[config.mk]
export PLATFORM = sky130hd
export DESIGN_NAME = mem_arbiter_flat
export DESIGN_NICKNAME = d
export VERILOG_FILES = /design/src/rtl/mem_arbiter_pkg.sv /design/src/rtl/mem_arbiter_if.sv /design/src/rtl/mem_arbiter_rr_pick2.sv /design/src/rtl/mem_arbiter.sv /design/src/flat_wrapper.sv
export SDC_FILE = /design/constraint.sdc
export NUM_CORES = 1
export LEC_CHECK = 0
export BUFFER_PORTS_ARGS = -buffer_cell sky130_fd_sc_hd__buf_2
export CORE_AREA = 2 2 339 341
export CTS_BUF_LIST = sky130_fd_sc_hd__clkbuf_4 sky130_fd_sc_hd__clkbuf_8 sky130_fd_sc_hd__clkbuf_16
export DETAILED_ROUTE_END_ITERATION = 8
export DIE_AREA = 0 0 341 343
export PLACE_DENSITY = 0.38
export SLEW_MARGIN = 20
export SYNTH_ARGS = -nofsm -noshare
export SYNTH_HDL_FRONTEND = slang
export SYNTH_SLANG_ARGS = --single-unit
[constraint.sdc]
create_clock -name clk -period 29.3 [get_ports clk]
set_clock_uncertainty 0.15 [all_clocks]
set_input_delay 4.395 -clock clk [delete_from_list [all_inputs] [get_ports clk]]
set_output_delay 4.395 -clock clk [all_outputs]
set_load 0.02 [all_outputs]
[src/rtl/mem_arbiter_pkg.sv]
// ---------------------------------------------------------------------------
// mem_pkg
// Shared definitions for the I/D memory-port arbiter:
//   - default block address / block data widths
//   - port identifiers used for grants and for the last-served record
//   - arbiter state encoding
// ---------------------------------------------------------------------------
package mem_pkg;

    localparam int DEF_ADDR_W = 28;
    localparam int DEF_DATA_W = 128;

    localparam logic PORT_I = 1'b0;
    localparam logic PORT_D = 1'b1;

    typedef enum logic [1:0] {
        S_IDLE    = 2'd0,
        S_GRANT_I = 2'd1,
        S_GRANT_D = 2'd2,
        S_RELEASE = 2'd3
    } state_t;

endpackage

[src/rtl/mem_arbiter_if.sv]
// ---------------------------------------------------------------------------
// mem_arbiter_if
// One block-transfer memory port. The same bundle is used for the I-cache
// port, the D-cache port and the external memory port.
//   read  : block read request / strobe       (requester -> responder)
//   write : block write request / strobe      (requester -> responder)
//   addr  : block address                     (requester -> responder)
//   wdata : block write data                  (requester -> responder)
//   rdata : block read data                   (responder -> requester)
//   ready : one-cycle completion pulse        (responder -> requester)
// Modports:
//   master : requester side (cache, or the arbiter toward memory)
//   slave  : responder side (arbiter toward a cache, or the memory)
// ---------------------------------------------------------------------------
interface mem_arbiter_if
    import mem_pkg::*;
#(
    parameter int ADDR_W = DEF_ADDR_W,
    parameter int DATA_W = DEF_DATA_W
);

    logic              read;
    logic              write;
    logic [ADDR_W-1:0] addr;
    logic [DATA_W-1:0] wdata;
    logic [DATA_W-1:0] rdata;
    logic              ready;

    modport master (
        output read,
        output write,
        output addr,
        output wdata,
        input  rdata,
        input  ready
    );

    modport slave (
        input  read,
        input  write,
        input  addr,
        input  wdata,
        output rdata,
        output ready
    );

endinterface

[src/rtl/mem_arbiter_rr_pick2.sv]
// ---------------------------------------------------------------------------
// rr_pick2
// Combinational two-way round-robin pick.
//   req_i : I-cache request
//   req_d : D-cache request
//   last  : port served most recently (PORT_I / PORT_D)
//   any   : at least one request present
//   gnt   : port to grant (only meaningful when any = 1)
// On a tie the port that was not served last wins.
// ---------------------------------------------------------------------------
module rr_pick2
    import mem_pkg::*;
(
    input  logic req_i,
    input  logic req_d,
    input  logic last,
    output logic any,
    output logic gnt
);

    always_comb begin
        any = req_i | req_d;
        gnt = PORT_I;
        if (req_i && req_d) begin
            gnt = ~last;
        end else if (req_d) begin
            gnt = PORT_D;
        end
    end

endmodule

[src/rtl/mem_arbiter.sv]
// ---------------------------------------------------------------------------
// mem_arbiter
// Shares one block-wide memory port between the I-cache and the D-cache.
// Whole block transfers are serialised; the memory strobes, address and
// write data are registered; completion is routed to the owning cache only.
// Ports:
//   clk        : rising-edge clock
//   proc_reset : asynchronous, active-high reset
//   i_mem      : I-cache port (slave)  - read requests only
//   d_mem      : D-cache port (slave)  - read and write-back requests
//   mem        : external memory port (master)
// ---------------------------------------------------------------------------
module mem_arbiter
    import mem_pkg::*;
#(
    parameter int ADDR_W = DEF_ADDR_W,
    parameter int DATA_W = DEF_DATA_W
) (
    input  logic          clk,
    input  logic          proc_reset,
    mem_arbiter_if.slave  i_mem,
    mem_arbiter_if.slave  d_mem,
    mem_arbiter_if.master mem
);

    state_t            state_q, state_d;
    logic              mem_read_q, mem_read_d;
    logic              mem_write_q, mem_write_d;
    logic [ADDR_W-1:0] mem_addr_q, mem_addr_d;
    logic [DATA_W-1:0] mem_wdata_q, mem_wdata_d;
    logic [DATA_W-1:0] rdata_r, rdata_d;
    logic              last_r, last_d;

    logic              i_req, d_req;
    logic              gnt_any, gnt_id;
    logic [DATA_W-1:0] rdata_out;

    assign i_req = i_mem.read;
    assign d_req = d_mem.read | d_mem.write;

    rr_pick2 u_pick (
        .req_i (i_req),
        .req_d (d_req),
        .last  (last_r),
        .any   (gnt_any),
        .gnt   (gnt_id)
    );

    always_comb begin
        state_d     = state_q;
        mem_read_d  = mem_read_q;
        mem_write_d = mem_write_q;
        mem_addr_d  = mem_addr_q;
        mem_wdata_d = mem_wdata_q;
        last_d      = last_r;
        // Captured regardless of state so a late consumer always sees the
        // most recent memory data.
        rdata_d     = mem.ready ? mem.rdata : rdata_r;

        case (state_q)
            S_IDLE: begin
                if (gnt_any) begin
                    last_d = gnt_id;
                    if (gnt_id == PORT_D) begin
                        state_d     = S_GRANT_D;
                        mem_addr_d  = d_mem.addr;
                        mem_wdata_d = d_mem.wdata;
                        // A simultaneous read+write is split: the write-back
                        // goes first, the read stays pending for a later grant.
                        mem_write_d = d_mem.write;
                        mem_read_d  = ~d_mem.write;
                    end else begin
                        state_d     = S_GRANT_I;
                        mem_addr_d  = i_mem.addr;
                        mem_read_d  = 1'b1;
                        mem_write_d = 1'b0;
                    end
                end
            end
            S_GRANT_I, S_GRANT_D: begin
                if (mem.ready) begin
                    mem_read_d  = 1'b0;
                    mem_write_d = 1'b0;
                    state_d     = S_RELEASE;
                end
            end
            // The served cache may still hold its request for one cycle
            // after ready; this state swallows that stale request.
            S_RELEASE: begin
                state_d = S_IDLE;
            end
            default: begin
                state_d = S_IDLE;
            end
        endcase
    end

    always_ff @(posedge clk or posedge proc_reset) begin
        if (proc_reset) begin
            state_q     <= S_IDLE;
            mem_read_q  <= 1'b0;
            mem_write_q <= 1'b0;
            mem_addr_q  <= '0;
            mem_wdata_q <= '0;
            rdata_r     <= '0;
            last_r      <= PORT_I;
        end else begin
            state_q     <= state_d;
            mem_read_q  <= mem_read_d;
            mem_write_q <= mem_write_d;
            mem_addr_q  <= mem_addr_d;
            mem_wdata_q <= mem_wdata_d;
            rdata_r     <= rdata_d;
            last_r      <= last_d;
        end
    end

    assign mem.read  = mem_read_q;
    assign mem.write = mem_write_q;
    assign mem.addr  = mem_addr_q;
    assign mem.wdata = mem_wdata_q;

    // Pass-through in the ready cycle, held copy afterwards.
    assign rdata_out   = mem.ready ? mem.rdata : rdata_r;
    assign i_mem.rdata = rdata_out;
    assign d_mem.rdata = rdata_out;

    assign i_mem.ready = (state_q == S_GRANT_I) && mem.ready;
    assign d_mem.ready = (state_q == S_GRANT_D) && mem.ready;

endmodule
[src/flat_wrapper.sv]
// flat-port wrapper written by rule: the top's interface ports become plain ports
module mem_arbiter_flat import mem_pkg::*;
#(
    parameter int ADDR_W = DEF_ADDR_W,
    parameter int DATA_W = DEF_DATA_W
)
  (clk, proc_reset, i_mem_read, i_mem_write, i_mem_addr, i_mem_wdata, i_mem_rdata, i_mem_ready, d_mem_read, d_mem_write, d_mem_addr, d_mem_wdata, d_mem_rdata, d_mem_ready, mem_read, mem_write, mem_addr, mem_wdata, mem_rdata, mem_ready);
  mem_arbiter_if #(.ADDR_W(ADDR_W), .DATA_W(DATA_W)) i_mem_i ();
  mem_arbiter_if #(.ADDR_W(ADDR_W), .DATA_W(DATA_W)) d_mem_i ();
  mem_arbiter_if #(.ADDR_W(ADDR_W), .DATA_W(DATA_W)) mem_i ();
  input  logic clk;
  input  logic proc_reset;
  input wire logic [$bits(i_mem_i.read)-1:0] i_mem_read;
  input wire logic [$bits(i_mem_i.write)-1:0] i_mem_write;
  input wire logic [$bits(i_mem_i.addr)-1:0] i_mem_addr;
  input wire logic [$bits(i_mem_i.wdata)-1:0] i_mem_wdata;
  output wire logic [$bits(i_mem_i.rdata)-1:0] i_mem_rdata;
  output wire logic [$bits(i_mem_i.ready)-1:0] i_mem_ready;
  input wire logic [$bits(d_mem_i.read)-1:0] d_mem_read;
  input wire logic [$bits(d_mem_i.write)-1:0] d_mem_write;
  input wire logic [$bits(d_mem_i.addr)-1:0] d_mem_addr;
  input wire logic [$bits(d_mem_i.wdata)-1:0] d_mem_wdata;
  output wire logic [$bits(d_mem_i.rdata)-1:0] d_mem_rdata;
  output wire logic [$bits(d_mem_i.ready)-1:0] d_mem_ready;
  output wire logic [$bits(mem_i.read)-1:0] mem_read;
  output wire logic [$bits(mem_i.write)-1:0] mem_write;
  output wire logic [$bits(mem_i.addr)-1:0] mem_addr;
  output wire logic [$bits(mem_i.wdata)-1:0] mem_wdata;
  input wire logic [$bits(mem_i.rdata)-1:0] mem_rdata;
  input wire logic [$bits(mem_i.ready)-1:0] mem_ready;
  assign i_mem_i.read = i_mem_read;
  assign i_mem_i.write = i_mem_write;
  assign i_mem_i.addr = i_mem_addr;
  assign i_mem_i.wdata = i_mem_wdata;
  assign i_mem_rdata = i_mem_i.rdata;
  assign i_mem_ready = i_mem_i.ready;
  assign d_mem_i.read = d_mem_read;
  assign d_mem_i.write = d_mem_write;
  assign d_mem_i.addr = d_mem_addr;
  assign d_mem_i.wdata = d_mem_wdata;
  assign d_mem_rdata = d_mem_i.rdata;
  assign d_mem_ready = d_mem_i.ready;
  assign mem_read = mem_i.read;
  assign mem_write = mem_i.write;
  assign mem_addr = mem_i.addr;
  assign mem_wdata = mem_i.wdata;
  assign mem_i.rdata = mem_rdata;
  assign mem_i.ready = mem_ready;
  mem_arbiter #(.ADDR_W(ADDR_W), .DATA_W(DATA_W)) u_core (.clk(clk), .proc_reset(proc_reset), .i_mem(i_mem_i), .d_mem(d_mem_i), .mem(mem_i));
endmodule
==> results.yml <==
logic_synthesis:
  syn_nets: 1276
  synth_area_per_cell_um2: 14.7
  yosys.area.top_type: "dfrtp_1"
  synth_area_leaders: "dfrtp_1, mux2_2, buf_4"
  netlist_area_um2: 12100
  synth_seq_cells: 289
  seq_area_frac_synth: 0.598
  synth_edf_count: 0
  synth_top_area_frac: 0.598
  synth_cell_types: 24
  ys_warn_count: 0
  synth_cells: 825
  async_flop_share: 1.00
  synth-main-ff-cell: "dfrtp_1"
power:
  pwr-share-seq: 0.345
  p_sw_uw: 635
  p_leak_nw: 8.47
  vdd_drop_max_mv: 0.0511
  p_int_mw: 1.08
  pwr_density_cell_nw_per_um2: 95.8
  combPwrFrac: 0.375
  p_sw_frac: 0.371
  clkPwrFrac: 0.280
global_routing:
  grt_start_max_net_pins: 104
  gr-total-overflow: 0
  antenna_found_initial: 38
  grt_pass1_vias: 9109
  grtUsageTotal: 0.0726
  grt_first_pass_wirelength_um: 62500
timing:
  slew_viol_final: 0
  rsz0062_at_grt: "no"
  hold_viol_final: 0
  setup-tns-final_ns: 0
  fin_crit_ns: 11.03
  max_clock_freq_mhz: 90.6
  relSlewSlack: 0.324
  setup_violations: 0
  finalCritPeriodShare: 0.377
  whs_ns: 0.327
  worstMarginPinSlew_ns: 1.01
layout:
  utilization: 0.158
  fillCellCount: 12700
  seq_area_um2: 7230
  multi_input_area_um2: 3670
  syn_to_final_growth_pct: 47.6
  fin_nets: 1890
  drive_gt1_frac: 0.716
clock_network:
  cts_buffers: 38
  postCtsResizedCells: 0
  cts_root_buffer: "clkbuf_16"
  clockBufferDepth: 3
  cts_hold_buf: 0
  clkTransAtPathRegs_ns: 0.05
  clock_sinks: 289
  cts_tree: "done"
  clock_latency_ns: 0.57
  post_cts_buffers: 0
  htree_levels: 2
critical_path:
  r2r_end: "u_core.mem.wdata[14]$_DFFE_PP0P_"
  worstPathRequired_ns: 24.76
  ff2ff_path_depth: 5
  reg2reg_from: "u_core.state_q[0]$_DFFE_PP0P_"
  r2r_slack_ns: 26.18
  crit_end: "d_mem_rdata[121]"
  cp.arrival_ns: 6.49
  cp-start-kind: "primary input"
  end_kind: "primary output"
  crit_fanout: 81
  timing_worst_setup_path_type: "primary input to primary output"
  crit_start: "mem_ready"
floorplanning:
  fp-row-count: 124
  start_util: 0.107
  design.die.area_um2: 117000
  core_area_um2: 113000
  dieWidth_um: 341
  fp.dieH_um: 343
  io_pins: 863
routing:
  drt_iter0_markers: 197
  wirelength_um: 45100
  via_per_inst: 2.94
  antenna_left: 0
  drt_first_pass_iters: 4
  drcViolationCount: 0
  vias: 8768
  wire_per_inst_um: 15.1
worst_hold_path:
  whs_path_depth: 2
  min-delay-start: "u_core.mem.addr[27]$_DFFE_PP0P_"
  hold_path.class: "register to register"
place:
  gp_congestion: 0.818
  io_buffer_count: 733
  hpwlAfterDp_um: 35600
run:
  maxCapViolCount: 0
outcome:
  status: "finished clean"
## cell families (layout without fill, tap and decap cells)
kind of cell,count (synthesis),after routing,share of synthesized area
fa+ha+maj,4,4,0.00414
mux,288,288,0.265
buf+inv,170,811,0.103
flops,289,289,0.598
compound gates,37,37,0.0177
other cells,0,9,0
simple gates,37,37,0.0130
## power groups by stage
stage          Clock (mW)  Sequential (mW)  Combinational, mW
2_1_floorplan           0            0.730              0.300
3_3_place_gp            0            0.593              0.652
3_5_place_dp            0            0.597              0.655
4_1_cts             0.507            0.592              0.656
5_1_grt             0.521            0.607              0.689
6_report            0.480            0.590              0.642
## synth_stat cells, types with 4 or more instances
| master | count |
|---|---|
| o21ai_0 | 28 |
| dfrtp_1 | 289 |
| mux2_1 | 20 |
| buf_6 | 12 |
| buf_2 | 16 |
| ha_1 | 4 |
| inv_1 | 4 |
| mux2i_1 | 31 |
| nand2_1 | 31 |
| mux2_2 | 237 |
| buf_4 | 132 |
| clkbuf_1 | 4 |
## state kept, by name (all words and copies together) (netlist names)
register / count
u_core.last_r: 1
u_core.mem.read: 1
u_core.mem.write: 1
u_core.mem.wdata: 128
u_core.state_q: 2
u_core.mem.addr: 28
u_core.rdata_r: 128
## how the worst min path moves through the flow
stage,slack (ns),to
after CTS,0.33,u_core.mem.addr[27]$_DFFE_PP0P_
after floorplan,0.35,u_core.last_r$_DFFE_PP0P_
after global routing,0.34,u_core.mem.wdata[60]$_DFFE_PP0P_
final,0.33,u_core.mem.addr[27]$_DFFE_PP0P_
after detailed placement,0.32,u_core.mem.addr[1]$_DFFE_PP0P_
after global placement,0.32,u_core.mem.addr[6]$_DFFE_PP0P_
## layout make-up
class,count,area share
Antenna cell,9,0.00126
Clock buffer,59,0.0665
Clock inverter,8,0.00567
Inverter,4,0.00126
Multi-Input combinational cell,366,0.205
Sequential cell,289,0.405
Tap cell,1512,0.106
Timing Repair Buffer,740,0.209
## critical path, stage by stage
cell and delay [ns]:
buf_6 0.56, buf_4 0.74, mux2_2 0.45, buf_2 0.23
## cells in the final DEF, fill, tap and decap left out, drive strengths merged, types with 2 or more instances in the layout
cell type    n
inv          5
a21oi        2
bufinv       2
clkinv       5
nor4b        2
ha           4
o2bb2ai      2
mux2       257
diode        9
mux2i       31
clkbuf      59
and2         2
dfrtp      289
nand2       31
buf        740
o21ai       28
## routing by layer
metal	vias up	track usage	wire [um]
met4	26	0.0380	1770
met1	4225	0.0841	17400
met5	-	0	171
li1	3933	-	-
met3	95	0.0306	4930
met2	489	0.114	20800
## through the flow
step           power, mW  cells  setup slack [ns]  instance area (um2)
2_1_floorplan       1.03    825             16.78                12100
3_3_place_gp        1.24   2910             18.17                16500
3_5_place_dp        1.25   2910             18.15                16500
4_1_cts             1.76   2977             18.14                17800
5_1_grt             1.82   2982             18.06                17900
6_report            1.71   2987             18.27                17900
(Power assumes the default switching activity.)
